### src/rtl/cic_interpolator.sv
// cic_interpolator: three-stage CIC interpolator, R = 2**LOG2R, 16-bit signed audio in and out.
// Optional macro CIC_INT_ROUND_EN: round-half-up plus positive clamp in the output stage.

module cic_interpolator #(
   parameter int LOG2R = 3,
   parameter int M     = 1
) (
   input  logic               CLK,
   input  logic               RST,
   input  logic               OUT_TICK,
   input  logic signed [15:0] AUD_IN,
   input  logic               IN_VALID,
   output logic               IN_READY,
   output logic signed [15:0] AUD_OUT,
   output logic               OUT_VALID,
   output logic               UNDERRUN
);

   localparam int G = 2*LOG2R + 3*(M-1);
   localparam int W = 16 + G;

   genvar gi;

   logic [LOG2R-1:0] r_phase;
   logic             r_full;
   logic [15:0]      r_hold;
   logic             r_underrun;
   logic [15:0]      r_aud_out;
   logic             r_out_valid;

   logic             w_slot;
   logic             w_take_hold;
   logic             w_bypass;
   logic             w_load;
   logic [W-1:0]     w_comb_in;
   logic [W-1:0]     w_comb [4];
   logic [W-1:0]     w_int_in;
   logic [W-1:0]     w_int_src [3];
   logic [W-1:0]     r_int [3];
   logic [15:0]      w_out;

   // A sample slot is the OUT_TICK that lands on phase 0.
   assign w_slot      = OUT_TICK && (r_phase == '0);
   assign w_take_hold = w_slot && r_full;
   assign w_bypass    = w_slot && !r_full && IN_VALID;
   assign IN_READY    = !RST && !r_full;
   assign w_load      = IN_VALID && IN_READY && !w_bypass;

   always_ff @(posedge CLK) begin
      if (RST) begin
         r_phase    <= '0;
         r_full     <= 1'b0;
         r_hold     <= '0;
         r_underrun <= 1'b0;
      end else begin
         if (OUT_TICK) begin
            r_phase <= r_phase + LOG2R'(1);
         end
         if (w_load) begin
            r_full <= 1'b1;
            r_hold <= AUD_IN;
         end else if (w_take_hold) begin
            r_full <= 1'b0;
         end
         if (w_slot && !r_full && !IN_VALID) begin
            r_underrun <= 1'b1;
         end
      end
   end

   always_comb begin
      w_comb_in = '0;
      if (w_take_hold) begin
         w_comb_in = {{G{r_hold[15]}}, r_hold};
      end else if (w_bypass) begin
         w_comb_in = {{G{AUD_IN[15]}}, AUD_IN};
      end
   end

   // Comb chain is combinational; only the M-deep delay lines are state, advanced once per slot.
   assign w_comb[0] = w_comb_in;

   for (gi = 0; gi < 3; gi++) begin : g_comb
      logic [W-1:0] r_dly [M];

      assign w_comb[gi+1] = w_comb[gi] - r_dly[M-1];

      always_ff @(posedge CLK) begin
         if (RST) begin
            for (int j = 0; j < M; j++) begin
               r_dly[j] <= '0;
            end
         end else if (w_slot) begin
            r_dly[0] <= w_comb[gi];
            for (int j = 1; j < M; j++) begin
               r_dly[j] <= r_dly[j-1];
            end
         end
      end
   end

   // Zero stuffing: the integrators see the comb output only on the slot tick.
   assign w_int_in     = w_slot ? w_comb[3] : '0;
   assign w_int_src[0] = w_int_in;

   for (gi = 1; gi < 3; gi++) begin : g_int_src
      assign w_int_src[gi] = r_int[gi-1];
   end

   always_ff @(posedge CLK) begin
      if (RST) begin
         for (int i = 0; i < 3; i++) begin
            r_int[i] <= '0;
         end
      end else if (OUT_TICK) begin
         for (int i = 0; i < 3; i++) begin
            r_int[i] <= r_int[i] + w_int_src[i];
         end
      end
   end

`ifdef CIC_INT_ROUND_EN
   localparam logic [W:0]        RND_BIAS = {{(W+1-G){1'b0}}, 1'b1, {(G-1){1'b0}}};
   localparam logic signed [W:0] OUT_MAX  = {{(W+1-16){1'b0}}, 16'h7FFF};

   logic signed [W:0] w_biased;
   logic signed [W:0] w_shifted;

   // One guard bit so the bias cannot wrap a large positive I3 negative.
   assign w_biased  = $signed({r_int[2][W-1], r_int[2]}) + $signed(RND_BIAS);
   assign w_shifted = w_biased >>> G;
   assign w_out     = (w_shifted > OUT_MAX) ? 16'h7FFF : w_shifted[15:0];
`else
   assign w_out = r_int[2][G+15:G];
`endif

   always_ff @(posedge CLK) begin
      if (RST) begin
         r_aud_out   <= '0;
         r_out_valid <= 1'b0;
      end else begin
         r_out_valid <= OUT_TICK;
         if (OUT_TICK) begin
            r_aud_out <= w_out;
         end
      end
   end

   assign AUD_OUT   = r_aud_out;
   assign OUT_VALID = r_out_valid;
   assign UNDERRUN  = r_underrun;

endmodule

### config.mk
export PLATFORM = sky130hd
export DESIGN_NAME = cic_interpolator
export DESIGN_NICKNAME = d
export VERILOG_FILES = /design/src/rtl/cic_interpolator.sv
export SDC_FILE = /design/constraint.sdc
export NUM_CORES = 1
export LEC_CHECK = 0
export CAP_MARGIN = 20
export CORE_ASPECT_RATIO = 1.1
export CORE_MARGIN = 3
export CORE_UTILIZATION = 55
export DETAILED_ROUTE_END_ITERATION = 10
export PLACE_DENSITY = 0.73
export SYNTH_ARGS = -nofsm -noshare
export SYNTH_HDL_FRONTEND = slang
export SYNTH_SLANG_ARGS = --single-unit
export TNS_END_PERCENT = 20
### constraint.sdc
create_clock -name CLK -period 10.6 [get_ports CLK]
set_input_delay 2.65 -clock CLK [delete_from_list [all_inputs] [get_ports CLK]]
set_output_delay 2.65 -clock CLK [all_outputs]
set_load 0.01 [all_outputs]
Word level (Yosys, flattened, before mapping)
Memory sizes are Yosys's and may differ from the RTL's.
Index checks and enable logic that the tools add are counted.
{"block": "word_totals", "mem_count": 4, "latchBits": 0, "reg_bits": 38, "ramBits": 132, "out_inout_bits": 19, "rom_bits": 0, "word_cells": 59}
{"block": "classes", "bitwise_logic": 3, "shift": 0, "magnitude_cmp": 0, "n_reduce_logical": 17, "mul": 0, "add_sub_neg": 7, "div": 0, "eq_ne": 0, "muxes": 22}
{"name": "r_int", "words": 3, "word_bits": 22, "rd": 3, "rd_ports_with_merged_regs": 0, "write_ports": 3, "line": "39", "rtl": "logic [W-1:0] r_int [3];"}
{"name": "g_comb[0].r_dly", "words": 1, "word_bits": 22, "rd": 1, "rd_ports_with_merged_regs": 0, "write_ports": 1, "line": "84", "rtl": "logic [W-1:0] r_dly [M];"}
{"name": "g_comb[1].r_dly", "words": 1, "word_bits": 22, "rd": 1, "rd_ports_with_merged_regs": 0, "write_ports": 1, "line": "84"}
{"name": "g_comb[2].r_dly", "words": 1, "word_bits": 22, "rd": 1, "rd_ports_with_merged_regs": 0, "write_ports": 1, "line": "84"}
{"operator": "2-to-1 mux 22 bit", "count": 9}
{"operator": "adder 22 bit", "count": 3}
{"operator": "OR reduction 22 bit", "count": 3}
{"operator": "subtractor 22 bit", "count": 3}
{"operator": "2-to-1 mux 1 bit", "count": 13}
{"operator": "logical AND 1 bit", "count": 8}
{"operator": "zero test 1 bit", "count": 4}
{"operator": "adder 3 x 1 -> 3 bit, second input constant", "count": 1}
{"operator": "zero test 3 bit", "count": 1}
{"operator": "bitwise OR 1 bit", "count": 3}
{"operator": "nonzero test 2 bit", "count": 1}

Longest topological paths before layout
{"block": "logic_depth", "ltp_word": 12, "ltp_mapped": 43, "ltp_nobuf": 40}

Least setup slack after synthesis
No wires, ideal clock.
{"block": "synth_path", "path_kind": "input -> register", "startpoint": "input OUT_TICK", "endpoint": "memory r_int[0][21] (netlist bit), data pin", "t_arrival_ns": 9.576, "setup_ns": 0.255, "path_slack_ns": 0.769, "cell_stages": 38, "path_buffers": 4, "cell_sequence": "clkbuf_1 -> and3b_1 -> clkbuf_1 -> and2_0 -> clkbuf_1 -> clkbuf_1 -> a22oi_1 -> ha_1 -> fa_1 -> nor2b_1 -> o21ai_0 -> a21boi_0 -> o21ai_0 -> a21oi_1 -> nor2_1 -> ha_1 -> a21o_1 -> a31o_2 -> (+2 left out) -> ha_1 -> a21oi_1 -> nor2b_1 -> o21ai_0 -> nand2_1 -> a21oi_1 -> o21ai_0 -> a21o_1 -> a211oi_1 -> nor2_1 -> ha_1 -> nand2_1 -> o21ai_0 -> a31oi_1 -> a31oi_1 -> mux2i_1 -> a21oi_1 -> a31o_1"}
{"element": "start, declared", "line": "10", "rtl": "input logic OUT_TICK,"}
{"element": "end, declared", "line": "39"}

==> results.md <==
Timing:
- The max-slew violation total from the final report is 0.
- The final cycle utilization of the critical path is 94.0%.
- In this run the tightest slew margin relative to its limit is 42.2%.
- Static timing analysis puts the maximum clock frequency at 100 MHz.
- The least setup slack across all paths after layout is 0.639 ns.
- In the final timing run, aggregate negative setup slack is 0 ns.
- For the pin with the worst max-slew slack, the measured transition is 0.865 ns.
- The final clock skew is 0.0159 ns.
- The total of endpoints with negative setup slack in the final report is 0.
- The number of hold-slack violations in the final timing report is 0.
- Setup repair after global routing left no endpoint under its margin.
- The smallest clock period supported by the final layout is computed as 9.96 ns.

Synthesis:
- The top-area cell type share of the netlist area is 32.0%.
- The most used flip-flop cell after synthesis is edfxtp_1.
- The number of distinct library cells after synthesis is 60.
- The average size of a mapped cell is 9.27 um^2.
- The fraction of synthesis flops using an asynchronous set or reset pin is 0%.
- The synthesized design contains 164 register bits.
- The net count of the mapped netlist is 1423.
- Synthesis produced 1274 cells.
- In this run the cell area of the synthesized design comes to 11800 um^2.
- The sequential area share after synthesis is 38.5%.
- By area the synthesized netlist is led by edfxtp_1, ha_1, dfxtp_1.
- The cell type with the largest total area after synthesis is edfxtp_1.
- The warning count from the yosys run is 0.
- Yosys mapped a number of flops with a built-in enable equal to 126.

Clock tree:
- At the later pin of the worst-skew pair, clock insertion delay measures 0.43 ns.
- The clock passes through at most 2 buffers.
- The H-tree was split into 4 levels.
- The total clock sinks is 164.
- The count of hold buffers inserted by post-cts repair is 0.
- TritonCTS built the clock tree.
- The clock-pin slew on the worst setup and hold paths is 0.07 ns.
- Once the clock tree was built, the setup fixing pass inserted 0 buffers.
- The cell chosen for the clock root is clkbuf_16.
- The number of clock buffers inserted by TritonCTS is 17.

Detailed routing:
- The detailed router finished its first iteration with 431 violations.
- After detailed routing, the number of vias per cell comes to 5.61.
- The final route contains 9037 vias.
- The number of remaining DRC errors is 0.
- The count of nets left with antenna violations once routing finished came out at 0.
- The number of detailed-routing iterations run before antenna repair is 5.
- The routed length per instance is 14.4 um.
- Summed over all layers, the routed wires come to 23.2 mm.

Cells and area:
- The commonest non-fill, non-tap cell in the layout is nor2_1.
- The growth of design area from synthesis to finish is 10.9%.
- The final layout contains 1464 nets.
- In the layout the commonest cells are nor2_1, edfxtp_1, ha_1.
- The count of antenna diodes in the layout is 0.
- The fraction of layout cells with a size suffix above 1 is 4.60%.
- The fill cell total of the finished layout is 1752.

Worst setup path:
- The worst stage delay on the critical path is 0.52 ns.
- The type of destination of the critical path is a flip-flop.
- The type of the setup path with the least slack is in -> reg.
- Tracing the worst setup path back leads to its startpoint at OUT_TICK.
- For this design, the slowest cell found on the critical path is clkdlybuf4s50_1.
- In this run the worst path has a maximum fanout of 5.
- In this design, the critical path's most frequently occurring cell is ha_1.
- For the worst setup path, the data required time is 10.78 ns.
- The kind of start point of the critical path is an input pin.
- Data arrives at the worst endpoint at 10.14 ns.
- The number of cells on the worst reg-to-reg path is 37.
- The launch instance of the worst register-to-register path is r_phase[0].

Placement:
- The number of buffer cells added on primary ports is 38.
- Routability-driven placement finished with a final weighted congestion of 0.863.
- The sum of net half-perimeters after detailed placement is 17.0 mm.
- Prior to clock tree synthesis, the placed netlist has a worst setup slack of 0.206 ns.

Floorplan:
- The die outline area is 23300 um^2.
- Once the floorplan was initialized, standard cells occupied 56.7% of the core.
- In this run the core area contains 55 standard-cell rows.
- Pin placement for this block handled 39 I/O pins.
- The die extent in x is 146 um.
- The core area is 20900 um^2.
- Measured along the y axis, the die boundary spans 160 um.

Min path:
- The tightest min-delay check is of the reg -> reg type.
- The worst hold path passes through 2 cells.
- The startpoint identified for the worst hold timing path is r_hold[8].

Power and ir drop:
- In this run the static leakage power is 5.64 nW.
- In this run the power density over the cells is 252 nW/um^2.
- Across the VDD grid, the largest voltage drop is 0.156 mV.

Global routing:
- The first global-routing pass estimated 39.4 mm of wire.
- The number of global-route vias before repair came to 8914.
- After global routing the overflow that remains totals 0.
- The maximum number of pins on one net before global-route repair is 69.
- The initial antenna violation count is 0.
- For this run, the total global-route usage over all layers was measured as 20.1%.

Flow run:
- Across the run, the number of max-cap violations was 0.

Outcome:
- The flow ran to the end, and the final reports show no timing, DRC or antenna violations.
[flip-flops by register name, summed over array words and instances, names as in the netlist]
name,count
AUD_OUT,16
OUT_VALID,1
UNDERRUN,1
g_comb.r_dly,60
r_full,1
r_hold,16
r_int,66
r_phase,3
[critical path, delay by kind of cell]
family | cells | cell delay, ns
simple gates | 12 | 2.09
xor+xnor | 3 | 0.48
mux | 1 | 0.23
compound gates | 13 | 2.41
fa+ha+maj | 5 | 1.72
buf+inv | 1 | 0.52
[power by group]
part | leakage (nW) | switching [mW] | internal, mW
Clock | 0.262 | 0.267 | 0.308
Combinational | 3.69 | 1.04 | 0.807
Sequential | 1.69 | 0.0587 | 0.821
[timing repair]
action,4_1_cts,5_1_grt
resized for setup,0,2
endpoints found under the hold margin,0,0
endpoints found under the setup margin,0,1
[metal layers]
metal	track usage, %	up-vias	part of all wire, %
li1	-	4634	-
met3	3.52	44	2.7
met4	8.68	0	3.4
met2	36.8	156	50
met5	0	-	0
met1	22.9	4203	44
[cell usage after synthesis (7+ instances only)]
cell type and count:
or3_1 12, nand3_1 19, a22o_1 15, nor3b_1 14
o211ai_1 11, nand2b_1 29, clkbuf_1 24, nand2_1 67
nand4_1 7, a21boi_0 11, ha_1 123, and3_1 9
nor2b_1 17, nor2_1 138, inv_1 103, xnor2_1 38
a21oi_1 83, o21ai_0 66, o21a_1 25, and2_1 60
nand3b_1 10, nor3_1 43, edfxtp_1 126, dfxtp_1 38
mux2i_1 19, xor2_1 36, a211oi_1 12, a31oi_1 14
a21o_1 42
[final timing paths]
| check | endpoint | slack [ns] |
|---|---|---|
| max | r_int[0][21] | 0.64 |
| min | r_hold[8] | 0.47 |
| min reg2reg | r_hold[8] | 0.47 |
| max reg2reg | r_int[0][21] | 2.78 |
[logic make-up after synthesis]
family                   synth area share [%]
multiplexers                             1.61
AO/OA/AOI/OAI                            17.1
AND/OR/NAND/NOR                          18.9
buffers and inverters                    4.23
flip-flops                               38.5
XOR/XNOR                                 5.68
adder cells (fa/ha/maj)                  14.0
[per-stage QoR]
step / cell area [um^2] / utilization, % / std cells / hold slack (ns) / power [mW]
3_5_place_dp: 12600 / 60.2 / 1581 / 0.464 / 2.72
2_1_floorplan: 11800 / - / 1274 / 0.449 / 2.36
5_1_grt: 13100 / 62.9 / 1612 / 0.503 / 3.59
6_report: 13100 / 62.9 / 1612 / 0.474 / 3.30
3_3_place_gp: 12600 / 60.2 / 1581 / 0.458 / 2.66
4_1_cts: 13100 / 62.8 / 1612 / 0.476 / 3.30
[area by class of cell]
class | instances | area [um^2] | share of cell area, %
clock inverter | 13 | 100 | 0.764
sequential | 164 | 4540 | 34.7
clock buffer | 18 | 439 | 3.35
inverter | 103 | 387 | 2.95
multi-input combinational | 977 | 6790 | 51.8
timing repair buffer | 52 | 485 | 3.70
tap | 285 | 357 | 2.72
No activity file was read; power rests on OpenSTA's default activity.
